==> src/rtl/mc_pkg.sv <==
// Shared types and constants for the multicast bus sequencer.
package mc_pkg;

  typedef enum logic [1:0] {
    StIdle    = 2'd0,
    StProgram = 2'd1,
    StRun     = 2'd2
  } state_e;

  localparam int unsigned DROP_CNT_W = 8;

endpackage

==> src/rtl/tag_match_mask.sv <==
// Combinational compare of one tag against every PE's programmed ID.
module tag_match_mask #(
  parameter int unsigned ADDRESS_WIDTH = 4,
  parameter int unsigned NUM_PE        = 8
) (
  input  logic [NUM_PE*ADDRESS_WIDTH-1:0] ids,
  input  logic [ADDRESS_WIDTH-1:0]        tag,
  output logic [NUM_PE-1:0]               mask
);

  always_comb begin
    mask = '0;
    for (int unsigned i = 0; i < NUM_PE; i++) begin
      mask[i] = (ids[i*ADDRESS_WIDTH +: ADDRESS_WIDTH] == tag);
    end
  end

endmodule

==> src/rtl/multicast_bus_sequencer.sv <==
// Programs per-PE tag IDs, then issues held (tag, value) packets once every matching PE is ready.
module multicast_bus_sequencer
  import mc_pkg::*;
#(
  parameter int unsigned ADDRESS_WIDTH = 4,
  parameter int unsigned BITWIDTH      = 16,
  parameter int unsigned NUM_PE        = 8
) (
  input  logic                            clk,
  input  logic                            rstb,
  input  logic                            start,
  input  logic                            stop,
  input  logic [NUM_PE*ADDRESS_WIDTH-1:0] id_table,
  output logic [NUM_PE-1:0]               program_sel,
  output logic [ADDRESS_WIDTH-1:0]        prog_tag_id,
  input  logic                            in_valid,
  output logic                            in_ready,
  input  logic [ADDRESS_WIDTH-1:0]        in_tag,
  input  logic [BITWIDTH-1:0]             in_value,
  input  logic [NUM_PE-1:0]               pe_ready,
  output logic                            bus_enable,
  output logic [ADDRESS_WIDTH-1:0]        bus_tag,
  output logic [BITWIDTH-1:0]             bus_value,
  output logic                            busy,
  output logic [DROP_CNT_W-1:0]           drop_count
);

  localparam int unsigned IdxW = (NUM_PE > 1) ? $clog2(NUM_PE) : 1;

  state_e                          state_q, state_d;
  logic [IdxW-1:0]                 idx_q, idx_d;
  logic [NUM_PE*ADDRESS_WIDTH-1:0] ids_q, ids_d;
  logic                            stop_pend_q, stop_pend_d;
  logic                            hold_valid_q, hold_valid_d;
  logic [ADDRESS_WIDTH-1:0]        hold_tag_q, hold_tag_d;
  logic [BITWIDTH-1:0]             hold_value_q, hold_value_d;
  logic [NUM_PE-1:0]               hold_mask_q, hold_mask_d;
  logic [NUM_PE-1:0]               program_sel_d;
  logic [ADDRESS_WIDTH-1:0]        prog_tag_id_d;
  logic                            bus_enable_d;
  logic [ADDRESS_WIDTH-1:0]        bus_tag_d;
  logic [BITWIDTH-1:0]             bus_value_d;
  logic [DROP_CNT_W-1:0]           drop_count_d;

  logic [NUM_PE-1:0] in_mask;
  logic              issue, drop, accept, last_idx;

  tag_match_mask #(
    .ADDRESS_WIDTH(ADDRESS_WIDTH),
    .NUM_PE       (NUM_PE)
  ) u_tag_match_mask (
    .ids (ids_q),
    .tag (in_tag),
    .mask(in_mask)
  );

  assign issue    = hold_valid_q & (|hold_mask_q) & ~(|(hold_mask_q & ~pe_ready));
  assign drop     = hold_valid_q & ~(|hold_mask_q);
  assign in_ready = (state_q == StRun) & (~hold_valid_q | issue | drop);
  assign accept   = in_valid & in_ready;
  assign busy     = (state_q != StIdle);
  assign last_idx = (idx_q == IdxW'(NUM_PE - 1));

  always_comb begin
    state_d       = state_q;
    idx_d         = idx_q;
    ids_d         = ids_q;
    stop_pend_d   = 1'b0;
    program_sel_d = '0;
    prog_tag_id_d = '0;
    hold_valid_d  = hold_valid_q;
    hold_tag_d    = hold_tag_q;
    hold_value_d  = hold_value_q;
    hold_mask_d   = hold_mask_q;
    bus_enable_d  = issue;
    bus_tag_d     = bus_tag;
    bus_value_d   = bus_value;
    drop_count_d  = drop_count;

    unique case (state_q)
      StIdle: begin
        if (start) begin
          state_d       = StProgram;
          idx_d         = '0;
          program_sel_d = NUM_PE'(1);
          prog_tag_id_d = id_table[0 +: ADDRESS_WIDTH];
        end
      end
      StProgram: begin
        ids_d[int'(idx_q)*ADDRESS_WIDTH +: ADDRESS_WIDTH] =
            id_table[int'(idx_q)*ADDRESS_WIDTH +: ADDRESS_WIDTH];
        if (last_idx) begin
          state_d = StRun;
        end else begin
          idx_d         = idx_q + IdxW'(1);
          program_sel_d = NUM_PE'(1) << idx_d;
          prog_tag_id_d = id_table[int'(idx_d)*ADDRESS_WIDTH +: ADDRESS_WIDTH];
        end
      end
      StRun: begin
        // Stop waits for a cycle with nothing held and nothing being taken in.
        stop_pend_d = stop | stop_pend_q;
        if (stop_pend_d && !hold_valid_q && !accept) begin
          state_d     = StIdle;
          stop_pend_d = 1'b0;
        end
      end
      default: state_d = StIdle;
    endcase

    if (accept) begin
      hold_valid_d = 1'b1;
      hold_tag_d   = in_tag;
      hold_value_d = in_value;
      hold_mask_d  = in_mask;
    end else if (issue || drop) begin
      hold_valid_d = 1'b0;
    end

    if (issue) begin
      bus_tag_d   = hold_tag_q;
      bus_value_d = hold_value_q;
    end

    if (drop && (drop_count != '1)) begin
      drop_count_d = drop_count + 1'b1;
    end
  end

  always_ff @(posedge clk or negedge rstb) begin
    if (!rstb) begin
      state_q      <= StIdle;
      idx_q        <= '0;
      ids_q        <= '0;
      stop_pend_q  <= 1'b0;
      hold_valid_q <= 1'b0;
      hold_tag_q   <= '0;
      hold_value_q <= '0;
      hold_mask_q  <= '0;
      program_sel  <= '0;
      prog_tag_id  <= '0;
      bus_enable   <= 1'b0;
      bus_tag      <= '0;
      bus_value    <= '0;
      drop_count   <= '0;
    end else begin
      state_q      <= state_d;
      idx_q        <= idx_d;
      ids_q        <= ids_d;
      stop_pend_q  <= stop_pend_d;
      hold_valid_q <= hold_valid_d;
      hold_tag_q   <= hold_tag_d;
      hold_value_q <= hold_value_d;
      hold_mask_q  <= hold_mask_d;
      program_sel  <= program_sel_d;
      prog_tag_id  <= prog_tag_id_d;
      bus_enable   <= bus_enable_d;
      bus_tag      <= bus_tag_d;
      bus_value    <= bus_value_d;
      drop_count   <= drop_count_d;
    end
  end

endmodule

==> config.mk <==
export PLATFORM = sky130hd
export DESIGN_NAME = multicast_bus_sequencer
export DESIGN_NICKNAME = d
export VERILOG_FILES = /design/src/rtl/mc_pkg.sv /design/src/rtl/tag_match_mask.sv /design/src/rtl/multicast_bus_sequencer.sv
export SDC_FILE = /design/constraint.sdc
export NUM_CORES = 1
export LEC_CHECK = 0
export BUFFER_PORTS_ARGS = -buffer_cell sky130_fd_sc_hd__buf_2
export CORE_MARGIN = 4
export CORE_UTILIZATION = 45
export DETAILED_ROUTE_END_ITERATION = 8
export PLACE_DENSITY = 0.68
export SYNTH_ARGS = -nofsm -noshare
export SYNTH_HDL_FRONTEND = slang
export SYNTH_SLANG_ARGS = --single-unit
==> constraint.sdc <==
create_clock -name clk -period 6.6 [get_ports clk]
set_clock_uncertainty 0.05 [all_clocks]
set_input_delay 0.33 -clock clk [delete_from_list [all_inputs] [get_ports clk]]
set_output_delay 0.33 -clock clk [all_outputs]
set_load 0.01 [all_outputs]
==> results.sh <==
export IMPL_seq_area_frac_synth=0.518
export IMPL_ctsResizeCount=0
export IMPL_cts_tree="done"
export IMPL_finalSetupViolations=0
export IMPL_insertion_delay_ns=0.34
export IMPL_synthDistinctLibCells=40
export IMPL_path_common_cell="ha_1"
export IMPL_drive_above_1_share=0.358
export IMPL_netlist_top_cells_area="dfrtp_1, mux2_2, mux4_2"
export IMPL_worst_path_max_fanout=30
export IMPL_power_frac_seq=0.396
export IMPL_cts_buffers_inserted=9
export IMPL_io_buffers=107
export IMPL_critPathRequiredTime_ns=6.83
export IMPL_multi_input_area_um2=2360
export IMPL_swShare=0.355
export IMPL_cts_root_buf="clkbuf_16"
export IMPL_grt_usage=0.176
export IMPL_power_density_nw_per_um2=437
export IMPL_antenna_left=0
export IMPL_grt_max_degree=76
export IMPL_ctsHoldBuffers=1
export IMPL_diodes=0
export IMPL_syn_to_final_growth_pct=18.6
export IMPL_clkSinkCount=108
export IMPL_status="finished, final reports clean"
export IMPL_nNetsFinal=603
export IMPL_cts_setup_buffers=0
export IMPL_synth_cells=423
export IMPL_worstSetupEndpointType="flop"
export IMPL_fmax_ghz=0.398
export IMPL_p_switching_mw=0.959
export IMPL_power_frac_comb=0.397
export IMPL_ir_drop_v=0.000228
export IMPL_yosysTopAreaCellShare=0.518
export IMPL_grt_overflow=0
export IMPL_seq_area_um2=2700
export IMPL_syn_area_um2=5220
export IMPL_die_y_um=116
export IMPL_drt_pass1_iterations=5
export IMPL_cpPeakStageDelay_ns=0.37
export IMPL_clockBufferDepth=2
export IMPL_die_w_um=116
export IMPL_power_leakage_nw=3.04
export IMPL_drcViolationCount=0
export IMPL_placed_area_um2=5860
export IMPL_synth_net_count=497
export IMPL_cp_cell_sequence="buf_4, inv_1, ha_1, ha_1, nor3_1, nand2_1, nor2_1, a22o_1"
export IMPL_hold_depth=2
export IMPL_design_area_um2=6190
export IMPL_final_hold_violation_count=0
export IMPL_core_area_um2=11400
export IMPL_power_mw=2.70
export IMPL_hold_class="in -> reg"
export IMPL_fin_crit_sh=0.381
export IMPL_clkPwrFrac=0.208
export IMPL_cts_max_level=3
export IMPL_synth_largest_area_cell="dfrtp_1"
export IMPL_grt_pass1_wl_um=18400
export IMPL_setup_tns_ns=0
export IMPL_post_route_min_period_ns=2.51
export IMPL_cap_violations=0
export IMPL_tightest_slew_ns=0.922
export IMPL_pin_count=108
export IMPL_synth_seq_cells=108
export IMPL_num_rows=39
export IMPL_yosys_warnings=0
export IMPL_p_int_mw=1.75
export IMPL_dieArea_um2=13400
export IMPL_finalMaxSlewViolations=0
export IMPL_worstSetupPathType="reg -> reg"
export IMPL_vias=3576
export IMPL_path_clk_slew_ns=0.07
export IMPL_startpoint_type="flop"
export IMPL_r2r_cells=8
export IMPL_syn_avg_cell_area_um2=12.3
export IMPL_grt_pass1_vias=3629
export IMPL_cpMaxStageDelayCell="nor3_1"
export IMPL_postLayoutCoreUtil=0.544
export IMPL_antenna_found_initial=0
export IMPL_place_hpwl_um=8220
export IMPL_routabilityCongestion=0.784
export IMPL_avgRoutedWirePerCell_um=16.7
export IMPL_slew_headroom=0.386
export IMPL_drt_first_iter_violations=269
export IMPL_start_util=0.459
export IMPL_rsz0062_at_grt="no"
export IMPL_arrival_ns=2.75
export IMPL_nFillCells=992
export IMPL_synthFlopType="dfrtp_1"
export IMPL_wl_um=11300
export IMPL_synth_edff_count=0
export IMPL_postSynth_asyncResetShare=1.00
export IMPL_vias_per_cell=5.28
-- cells in the final DEF, fill, tap and decap left out, types with 2 or more instances in the layout --
cell type  count
nor4_1         7
o22ai_1        2
mux2i_1        9
a21oi_1        5
a22o_1        20
dfrtp_1      108
inv_1         15
xor2_1        15
buf_2        106
xnor2_1       22
nand2b_1       8
nand2_1       45
nor3_1         6
nand4_1        9
clkbuf_8       3
mux2_2        33
and3_1         5
nor2_1        23
buf_4          4
o221ai_1       4
mux2_4        15
clkbuf_16      9
o21ai_0       12
nand3_1        2
a31oi_1        5
mux4_2        12
and2_1         3
ha_1           9
-- final cells by class --
cell class | instances | area share
flip-flops and latches | 108 | 0.437
multi-input cells | 284 | 0.382
repair buffers | 111 | 0.0922
clock buffers | 13 | 0.0437
well taps | 143 | 0.0289
inverters | 15 | 0.00910
clock inverters | 3 | 0.00708
-- worst paths after layout --
kind / startpoint / endpoint / slack, ns
setup / recovery: idx_q[0] / ids_q[21] / 4.09
hold / removal: in_value[6] / hold_value_q[6] / 0.16
setup reg to reg: idx_q[0] / ids_q[21] / 4.09
hold reg to reg: bus_value[13] / bus_value[13] / 0.45
max in group asynchronous: rstb / bus_value[14] / 4.80
min in group asynchronous: rstb / drop_count[7] / 0.42
-- worst max-delay path, delay by kind of cell, from the launching register on --
kind            cells  cell delay, ns
buf+inv             2            0.52
fa+ha+maj           2            0.53
simple gates        3            0.86
compound gates      1            0.18
flops               1            0.32
-- flip-flops by register name (all words and copies together), names as in the netlist --
register      flops
state_q           2
bus_enable        1
stop_pend_q       1
idx_q             3
hold_valid_q      1
ids_q            32
hold_mask_q       8
bus_tag           4
program_sel       8
hold_tag_q        4
hold_value_q     16
prog_tag_id       4
drop_count        8
bus_value        16
-- metrics by stage --
step	hold slack, ns	instances	worst slack, ns
final	0.164	677	4.09
after global routing	0.154	677	3.82
after CTS	0.154	677	4.10
after detailed placement	0.258	660	4.13
after global placement	0.244	660	4.18
after floorplan	-0.0156	423	4.38
-- kinds of logic (layout without fill, tap and decap cells) --
group                      Yosys count  count (layout)  synth area share
adders and majority gates            9               9            0.0216
AOI/OAI and AO/OA                   52              52            0.0741
muxes                               69              69             0.183
and+or+nand+nor                    117             117             0.111
DFF                                108             108             0.518
xor gates and xnor gates            37              37            0.0621
buffers and inverters               31             142            0.0300
-- synth_stat cells (all sizes together) (2+ instances only) --
| cell | n |
|---|---|
| nand2 | 45 |
| nor3 | 6 |
| dfrtp | 108 |
| and3 | 5 |
| ha | 9 |
| nor4 | 8 |
| a31oi | 5 |
| a21oi | 5 |
| o221ai | 4 |
| clkbuf | 7 |
| nand2b | 8 |
| mux4 | 12 |
| and2 | 3 |
| nand3 | 2 |
| a22o | 20 |
| o22ai | 2 |
| o21ai | 12 |
| nor2 | 24 |
| xnor2 | 22 |
| mux2 | 48 |
| xor2 | 15 |
| nand4 | 9 |
| inv | 15 |
| mux2i | 9 |
| buf | 9 |
-- power by group through the flow --
stage          sequential [mW]  combinational, mW  clock, mW
3_3_place_gp              1.07               1.05          0
3_5_place_dp              1.08               1.07          0
6_report                  1.07               1.07      0.561
2_1_floorplan             1.08              0.755          0
4_1_cts                   1.07               1.08      0.574
5_1_grt                   1.10               1.19      0.601
-- metal layers --
layer / track usage / vias up / share of wire
met2: 0.279 / 105 / 0.48
met3: 0.0392 / 9 / 0.059
met4: 0.0503 / 0 / 0.012
met1: 0.244 / 1745 / 0.45
met5: 0 / - / 0
li1: - / 1717 / -
No activity file was read; power rests on OpenSTA's default activity.
